===== src/rtl/echo_pkg.sv =====
// Shared definitions for the echo capture write-side controller:
// controller state encoding and the decimation field width.
package echo_pkg;

    localparam int DECIM_W = 4;

    typedef enum logic [2:0] {
        ST_IDLE,
        ST_ARMED,
        ST_DELAY,
        ST_CAPTURE,
        ST_DONE
    } state_e;

endpackage


===== src/rtl/echo_capture_ctrl_trig_edge.sv =====
// Registers the transmit trigger level and produces a one-cycle pulse
// in the cycle where the level is high but was low the cycle before.
module trig_edge (
    input  logic i_clk,
    input  logic i_rst,
    input  logic i_trig,
    output logic o_rise
);

    logic trig_q;

    always_ff @(posedge i_clk) begin
        if (i_rst) begin
            trig_q <= 1'b0;
        end else begin
            trig_q <= i_trig;
        end
    end

    assign o_rise = i_trig & ~trig_q;

endmodule


===== src/rtl/echo_capture_ctrl.sv =====
// Write-side controller for the echo sample buffer: arm, wait for the
// trigger edge, count the delay, then write depth+1 decimated samples.
module echo_capture_ctrl
    import echo_pkg::*;
#(
    parameter int ASIZE = 13,
    parameter int DSIZE = 8,
    parameter int DLYW  = 16
) (
    input  logic               i_clk,
    input  logic               i_rst,
    input  logic               i_arm,
    input  logic               i_abort,
    input  logic               i_trig,
    input  logic [DLYW-1:0]    i_delay,
    input  logic [ASIZE-1:0]   i_depth,
    input  logic [DECIM_W-1:0] i_decim,
    input  logic               i_adc_valid,
    input  logic [DSIZE-1:0]   i_adc_data,
    input  logic               i_ack,
    output logic               o_wren,
    output logic [ASIZE-1:0]   o_wraddress,
    output logic [DSIZE-1:0]   o_data,
    output logic               o_busy,
    output logic               o_done
);

    state_e               state_q, state_d;
    logic [DLYW-1:0]      delay_q, delay_d;
    logic [ASIZE-1:0]     depth_q, depth_d;
    logic [DECIM_W-1:0]   decim_q, decim_d;
    logic [DLYW-1:0]      dly_cnt_q, dly_cnt_d;
    logic [DECIM_W-1:0]   dec_cnt_q, dec_cnt_d;
    logic [ASIZE-1:0]     addr_q, addr_d;
    logic                 wren_q, wren_d;
    logic [ASIZE-1:0]     wraddr_q, wraddr_d;
    logic [DSIZE-1:0]     data_q, data_d;
    logic                 trig_rise;
    logic                 keep_sample;
    logic                 delay_over;

    trig_edge u_trig_edge (
        .i_clk  (i_clk),
        .i_rst  (i_rst),
        .i_trig (i_trig),
        .o_rise (trig_rise)
    );

    // An abort in the same cycle as a valid sample suppresses that write.
    assign keep_sample = (state_q == ST_CAPTURE) && !i_abort && i_adc_valid
                         && (dec_cnt_q == decim_q);
    assign delay_over  = (dly_cnt_q == delay_q - 1'b1);

    always_ff @(posedge i_clk) begin
        if (i_rst) begin
            state_q <= ST_IDLE;
        end else begin
            state_q <= state_d;
        end
    end

    always_comb begin
        state_d = state_q;
        case (state_q)
            ST_IDLE: begin
                if (i_arm) state_d = ST_ARMED;
            end
            ST_ARMED: begin
                if (i_abort)        state_d = ST_IDLE;
                else if (trig_rise) state_d = (delay_q == '0) ? ST_CAPTURE : ST_DELAY;
            end
            ST_DELAY: begin
                if (i_abort)         state_d = ST_IDLE;
                else if (delay_over) state_d = ST_CAPTURE;
            end
            ST_CAPTURE: begin
                if (i_abort)                               state_d = ST_IDLE;
                else if (keep_sample && addr_q == depth_q) state_d = ST_DONE;
            end
            ST_DONE: begin
                if (i_abort || i_ack) state_d = ST_IDLE;
            end
            default: state_d = ST_IDLE;
        endcase
    end

    always_comb begin
        o_busy = 1'b0;
        o_done = 1'b0;
        case (state_q)
            ST_ARMED, ST_DELAY, ST_CAPTURE: o_busy = 1'b1;
            ST_DONE:                        o_done = 1'b1;
            default: begin
                o_busy = 1'b0;
                o_done = 1'b0;
            end
        endcase
    end

    // Datapath next-state: config latch, delay/decimation/address counters
    // and the registered buffer write port.
    always_comb begin
        delay_d   = delay_q;
        depth_d   = depth_q;
        decim_d   = decim_q;
        dly_cnt_d = dly_cnt_q;
        dec_cnt_d = dec_cnt_q;
        addr_d    = addr_q;
        wren_d    = 1'b0;
        wraddr_d  = wraddr_q;
        data_d    = data_q;
        case (state_q)
            ST_IDLE: begin
                if (i_arm) begin
                    delay_d = i_delay;
                    depth_d = i_depth;
                    decim_d = i_decim;
                    addr_d  = '0;
                end
            end
            ST_ARMED: begin
                if (!i_abort && trig_rise) begin
                    dly_cnt_d = '0;
                    dec_cnt_d = decim_q;
                end
            end
            ST_DELAY: begin
                dly_cnt_d = dly_cnt_q + 1'b1;
            end
            ST_CAPTURE: begin
                if (keep_sample) begin
                    wren_d    = 1'b1;
                    wraddr_d  = addr_q;
                    data_d    = i_adc_data;
                    dec_cnt_d = '0;
                    if (addr_q != depth_q) addr_d = addr_q + 1'b1;
                end else if (!i_abort && i_adc_valid) begin
                    dec_cnt_d = dec_cnt_q + 1'b1;
                end
            end
            default: begin
                wren_d = 1'b0;
            end
        endcase
    end

    always_ff @(posedge i_clk) begin
        if (i_rst) begin
            delay_q   <= '0;
            depth_q   <= '0;
            decim_q   <= '0;
            dly_cnt_q <= '0;
            dec_cnt_q <= '0;
            addr_q    <= '0;
            wren_q    <= 1'b0;
            wraddr_q  <= '0;
            data_q    <= '0;
        end else begin
            delay_q   <= delay_d;
            depth_q   <= depth_d;
            decim_q   <= decim_d;
            dly_cnt_q <= dly_cnt_d;
            dec_cnt_q <= dec_cnt_d;
            addr_q    <= addr_d;
            wren_q    <= wren_d;
            wraddr_q  <= wraddr_d;
            data_q    <= data_d;
        end
    end

    assign o_wren      = wren_q;
    assign o_wraddress = wraddr_q;
    assign o_data      = data_q;

endmodule

===== config.mk =====
export PLATFORM = sky130hd
export DESIGN_NAME = echo_capture_ctrl
export DESIGN_NICKNAME = d
export VERILOG_FILES = /design/src/rtl/echo_pkg.sv /design/src/rtl/echo_capture_ctrl_trig_edge.sv /design/src/rtl/echo_capture_ctrl.sv
export SDC_FILE = /design/constraint.sdc
export NUM_CORES = 1
export LEC_CHECK = 0
export ABC_CLOCK_PERIOD_IN_PS = 3050
export BUFFER_PORTS_ARGS = -buffer_cell sky130_fd_sc_hd__buf_4
export CAP_MARGIN = 20
export CELL_PAD_IN_SITES_DETAIL_PLACEMENT = 1
export CELL_PAD_IN_SITES_GLOBAL_PLACEMENT = 1
export CORE_MARGIN = 10
export CORE_UTILIZATION = 41
export DETAILED_ROUTE_END_ITERATION = 10
export PLACE_DENSITY_LB_ADDON = 0.1
export SETUP_SLACK_MARGIN = 0.2
export SYNTH_ARGS = -nofsm -noshare
export SYNTH_HDL_FRONTEND = slang
export SYNTH_SLANG_ARGS = --single-unit

===== constraint.sdc =====
create_clock -name i_clk -period 3.05 [get_ports i_clk]
set_clock_uncertainty 0.15 [all_clocks]
set_input_delay 0.305 -clock i_clk [delete_from_list [all_inputs] [get_ports i_clk]]
set_output_delay 0.305 -clock i_clk [all_outputs]
set_load 0.02 [all_outputs]

; After elaboration in Yosys (flattened, before gate mapping)
; Index checks and enable logic that the tools add are counted.
[totals]
out_inout_bits = 24
elab_cells = 79
inputBits = 48
regBits = 92
[op_classes]
n_addsub = 4
n_bitwise = 3
reduce_logical = 21
eq_ne = 17
mux = 23
[op_table]
columns = operator, n
row1 = two-way mux 13 bit, 3
row2 = case mux 16 bit (2 select lines), 1
row3 = case mux 13 bit (2 select lines), 1
row4 = two-way mux 3 bit, 8
row5 = adder 16 x 1 -> 16 bit (second input constant), 1
row6 = == test 16 bit, 1
row7 = zero test 16 bit, 1
row8 = two-way mux 16 bit, 1
row9 = subtractor 16 x 1 -> 16 bit (second input constant), 1
row10 = case mux 3 bit (5 select lines), 1
row11 = adder 13 x 1 -> 13 bit (second input constant), 1
row12 = == test 13 bit, 1
row13 = != test 13 bit, 1
row14 = two-way mux 4 bit, 3
row15 = != test 2 bit (second input constant), 4
row16 = case mux 4 bit (2 select lines), 1
row17 = == test 3 x 2 -> 1 bit (second input constant), 2
row18 = logical AND 1 bit, 6
row19 = != test 3 x 2 -> 1 bit (second input constant), 2
row20 = != test 3 bit (second input constant), 2
row21 = AND reduction 2 bit, 3
row22 = nonzero test 2 bit, 3
row23 = AND reduction 5 bit, 1
row24 = adder 4 x 1 -> 4 bit (second input constant), 1
row25 = 14 further kinds, 18

; Depth between registers and ports, before layout
[depth]
word_depth = 8
depth_mapped = 10
mapped_depth_nobuf = 9

; Modules after synthesis
; A second synthesis with hierarchy kept.
[unflattened]
hier_cells = 599
hier_area_um2 = 4609.4
[modules_own_cells]
columns = mod, seq_area_each_um2, instances, cells_per_inst, area_per_inst_um2
row1 = echo_capture_ctrl, 1821.7, 1, 596, 4561.9
row2 = trig_edge, 20.0, 1, 3, 47.5

; Least setup slack after synthesis
; Ideal clock, no wire load.
[synth_path]
path_kind = reg2reg
start = register delay_q[0]
end = register state_q[0]
setup_ps = 84
t_required_ps = 2816
path_slack_ps = 443
path_buffers = 0
path_stages_with_launch = 9
arrival_time_ps = 2372
period_less_slack_ps = 2607
cell_sequence = dfxtp_1 inv_1 ha_1 or3b_2 nor2_8 a31oi_1 a2111o_1 or4_1 o31ai_2
[synth_via]
elab_chain_len = 5
elab_cells_between_ends = 9
cone_classes = add/sub: 1 / eq/ne: 2 / mux: 4 / reduce/logical: 2
[synth_lines]
columns = element, line
row1 = from (decl), echo_capture_ctrl.sv:29  ; logic [DLYW-1:0] delay_q, delay_d;
row2 = from (signal assigned), echo_capture_ctrl.sv:159  ; delay_q <= delay_d;
row3 = branches (longest 5 deep; another with subtractor 16 x 1 -> 16 bit), -
row4 = to (signal assigned), echo_capture_ctrl.sv:58  ; state_q <= state_d;
row5 = to (decl), echo_capture_ctrl.sv:28  ; state_e state_q, state_d;
; Parallel ways; which one is timed is not known. The select of a mux whose other input is x is not followed.
; A chain may end at the register's enable or synchronous reset.

; Final worst setup path
; Same ends and word-level chain as after synthesis.

==> flow_summary.toml <==
[outcome]
status = "finished, final reports clean"

[timing]
tns_ns = 0
timing.fmax_mhz = 377
relSlewSlack = 0.460
layout_min_cycle_time_ns = 2.65
drv_slew = 0
worst_slew_pin_slew_ns = 0.810
period_share = 0.870
finalHoldViolations = 0
holdWs_ns = 0.0171
rsz0062_at_grt = "false"
setup_viol_count_final = 0

[setup_path]
crit_arrival_ns = 2.79
startpoint_type = "flip-flop"
path_buf_inv = 1
crit_type = "reg -> reg"
cp_top_family = "simple AND/OR/NAND/NOR gates"
cp-end-kind = "flip-flop"
slowest_delay_ns = 0.54
crit_path_top_delay_cell = "or4_1"
critPathMaxFanout = 5
crit_chain = "inv_1 -> ha_1 -> or3b_4 -> nor2_8 -> a31oi_1 -> a2111o_1 -> or4_1 -> o31ai_2"
required_ns = 3.19

[clocking]
postCtsHoldBufs = 0
cts_max_path_buffers = 2
cts_resized = 0
clock_sinks = 92
insertion_delay_ns = 0.38
cts_tree = "built"
cts_buffers = 9
cts_setup_buffers = 0
htreeDepth = 3
cts-root-buf = "clkbuf_8"
cts.clk_slew.worst_paths_ns = 0.10

[synthesis]
synth-async-reset-ratio = 0
synth_edf_count = 0
ys.flop_type = "dfxtp_1"
synth_area_per_cell_um2 = 7.72
synthTopCellsByArea = "dfxtp_1, nand2_1, a21oi_1, xnor2_1, nor2_1"
synth_warnings = 0
synthCells = 582
synth_cell_types = 54
syn_nets = 634
synthTopCellsByCount = "nand2_1, dfxtp_1, a21oi_1, nor2_1, clkbuf_1"
synth_area_um2 = 4500
ys_ff_latch = 92
synth_top_area_share = 0.410
ys_seq_area_frac = 0.410
synth.most_common_cell = "nand2_1"
synth.largest_area_cell = "dfxtp_1"

[detailed_routing]
avgRoutedWirePerCell_um = 17.2
first_iter_violations = 198
num_vias = 4303
antenna_left = 0
firstDrtPassIters = 4
viasPerCell = 5.47
drc = 0
wl_um = 13500

[floorplan]
rows = 38
die_y_um = 125
dieArea_um2 = 15600
core-area_um2 = 10800
die_x_um = 125
ios = 72
start_util = 0.417

[global_routing]
antenna_found_initial = 0
grt_overflow = 0
grt_pass1_wl_um = 22400
grt_start_max_net_pins = 59
grt_pass1_vias = 4466
grt_usage = 0.174

[layout]
num-nets-final = 693
drive_gt1_frac = 0.163
nFillCells = 1353
antennaDiodeCount = 0
area_delta_synth_final_pct = 18.6

[place]
hpwl_um = 10300
port_buffers = 71
finalWeightedCongestion = 0.882

[pwr]
peakVddDrop_mv = 0.236
powerDensity_nw_per_um2 = 533
leakagePower_nw = 2.03

[min_path]
hp-class = "in -> reg"

[run]
drv_cap = 0
-- worst paths after layout --
| path | startpoint | endpoint | slack [ns] | cells past startpoint |
|---|---|---|---|---|
| min | i_depth[0] | depth_q[0] | 0.02 | 3 |
| max reg2reg | delay_q[0] | state_q[0] | 0.40 | 8 |
| max | delay_q[0] | state_q[0] | 0.40 | 8 |
| min reg2reg | o_wraddress[4] | o_wraddress[4] | 0.30 | 2 |
-- layer usage --
metal  vias up  track usage  wire length [um]
li1       2142            -                 -
met4         0       0.0637               221
met1      2082        0.210              6170
met2        65        0.290              6470
met3        14       0.0434               643
met5         -            0                 0
-- sequential cells by signal (all words and copies together), names as in the netlist, 3 cells and up --
| name | cells |
|---|---|
| o_data | 8 |
| o_wraddress | 13 |
| depth_q | 13 |
| decim_q | 4 |
| dly_cnt_q | 16 |
| dec_cnt_q | 4 |
| delay_q | 16 |
| addr_q | 13 |
| state_q | 3 |
-- kinds of logic after synthesis --
logic type,synth area share
adder cells (fa/ha/maj),0.0111
AO/OA/AOI/OAI,0.156
AND/OR/NAND/NOR,0.299
XOR/XNOR,0.0721
multiplexers,0.0170
buffers and inverters,0.0342
flip-flops,0.410
-- power breakdown --
part           internal, W  leakage [nW]  switching [W]
Combinational     0.000303          1.20       0.000433
Clock             0.000317        0.0824       0.000437
Sequential         0.00127         0.747      0.0000834
-- placed cells by master, fill, tap and decap left out, drive strengths merged, types with 6 or more instances in the layout --
master	synthesis	routed
inv	6	6
buf	1	81
or4	13	13
xnor2	21	21
xor2	16	16
nor3	10	10
a21oi	71	71
o31ai	7	7
o21ai	13	13
and3	8	8
nand4	10	10
nor4	6	6
clkbuf	32	12
nand2	139	139
dfxtp	92	92
nand3	25	25
nor2	41	41
-- cell type report --
cell class                 count  area, um^2  share of cell area
timing repair buffer          81         608               0.114
multi-input combinational    451        2510               0.471
tap                          140         175              0.0329
clock inverter                 4        25.0             0.00469
clock buffer                  12         145              0.0272
sequential                    92        1840               0.345
inverter                       6        22.5             0.00422
-- worst reg2reg max path: cells and delay by family, from the launching register on --
family,cells,cell delay (ns)
compound gates,3,0.70
fa+ha+maj,1,0.18
flops,1,0.36
buf+inv,1,0.07
simple gates,3,1.12
-- per-stage QoR --
step,util,setup slack (ns),area [um^2],power [W],instances
6_report,0.494,0.397,5330,0.00284,786
5_1_grt,0.494,0.240,5330,0.00303,786
4_1_cts,0.494,0.242,5330,0.00288,786
3_5_place_dp,0.478,0.274,5160,0.00212,770
3_3_place_gp,0.478,0.369,5160,0.00209,770
2_1_floorplan,-,0.443,4500,0.00189,582
Power figures use the tool's default switching activity.
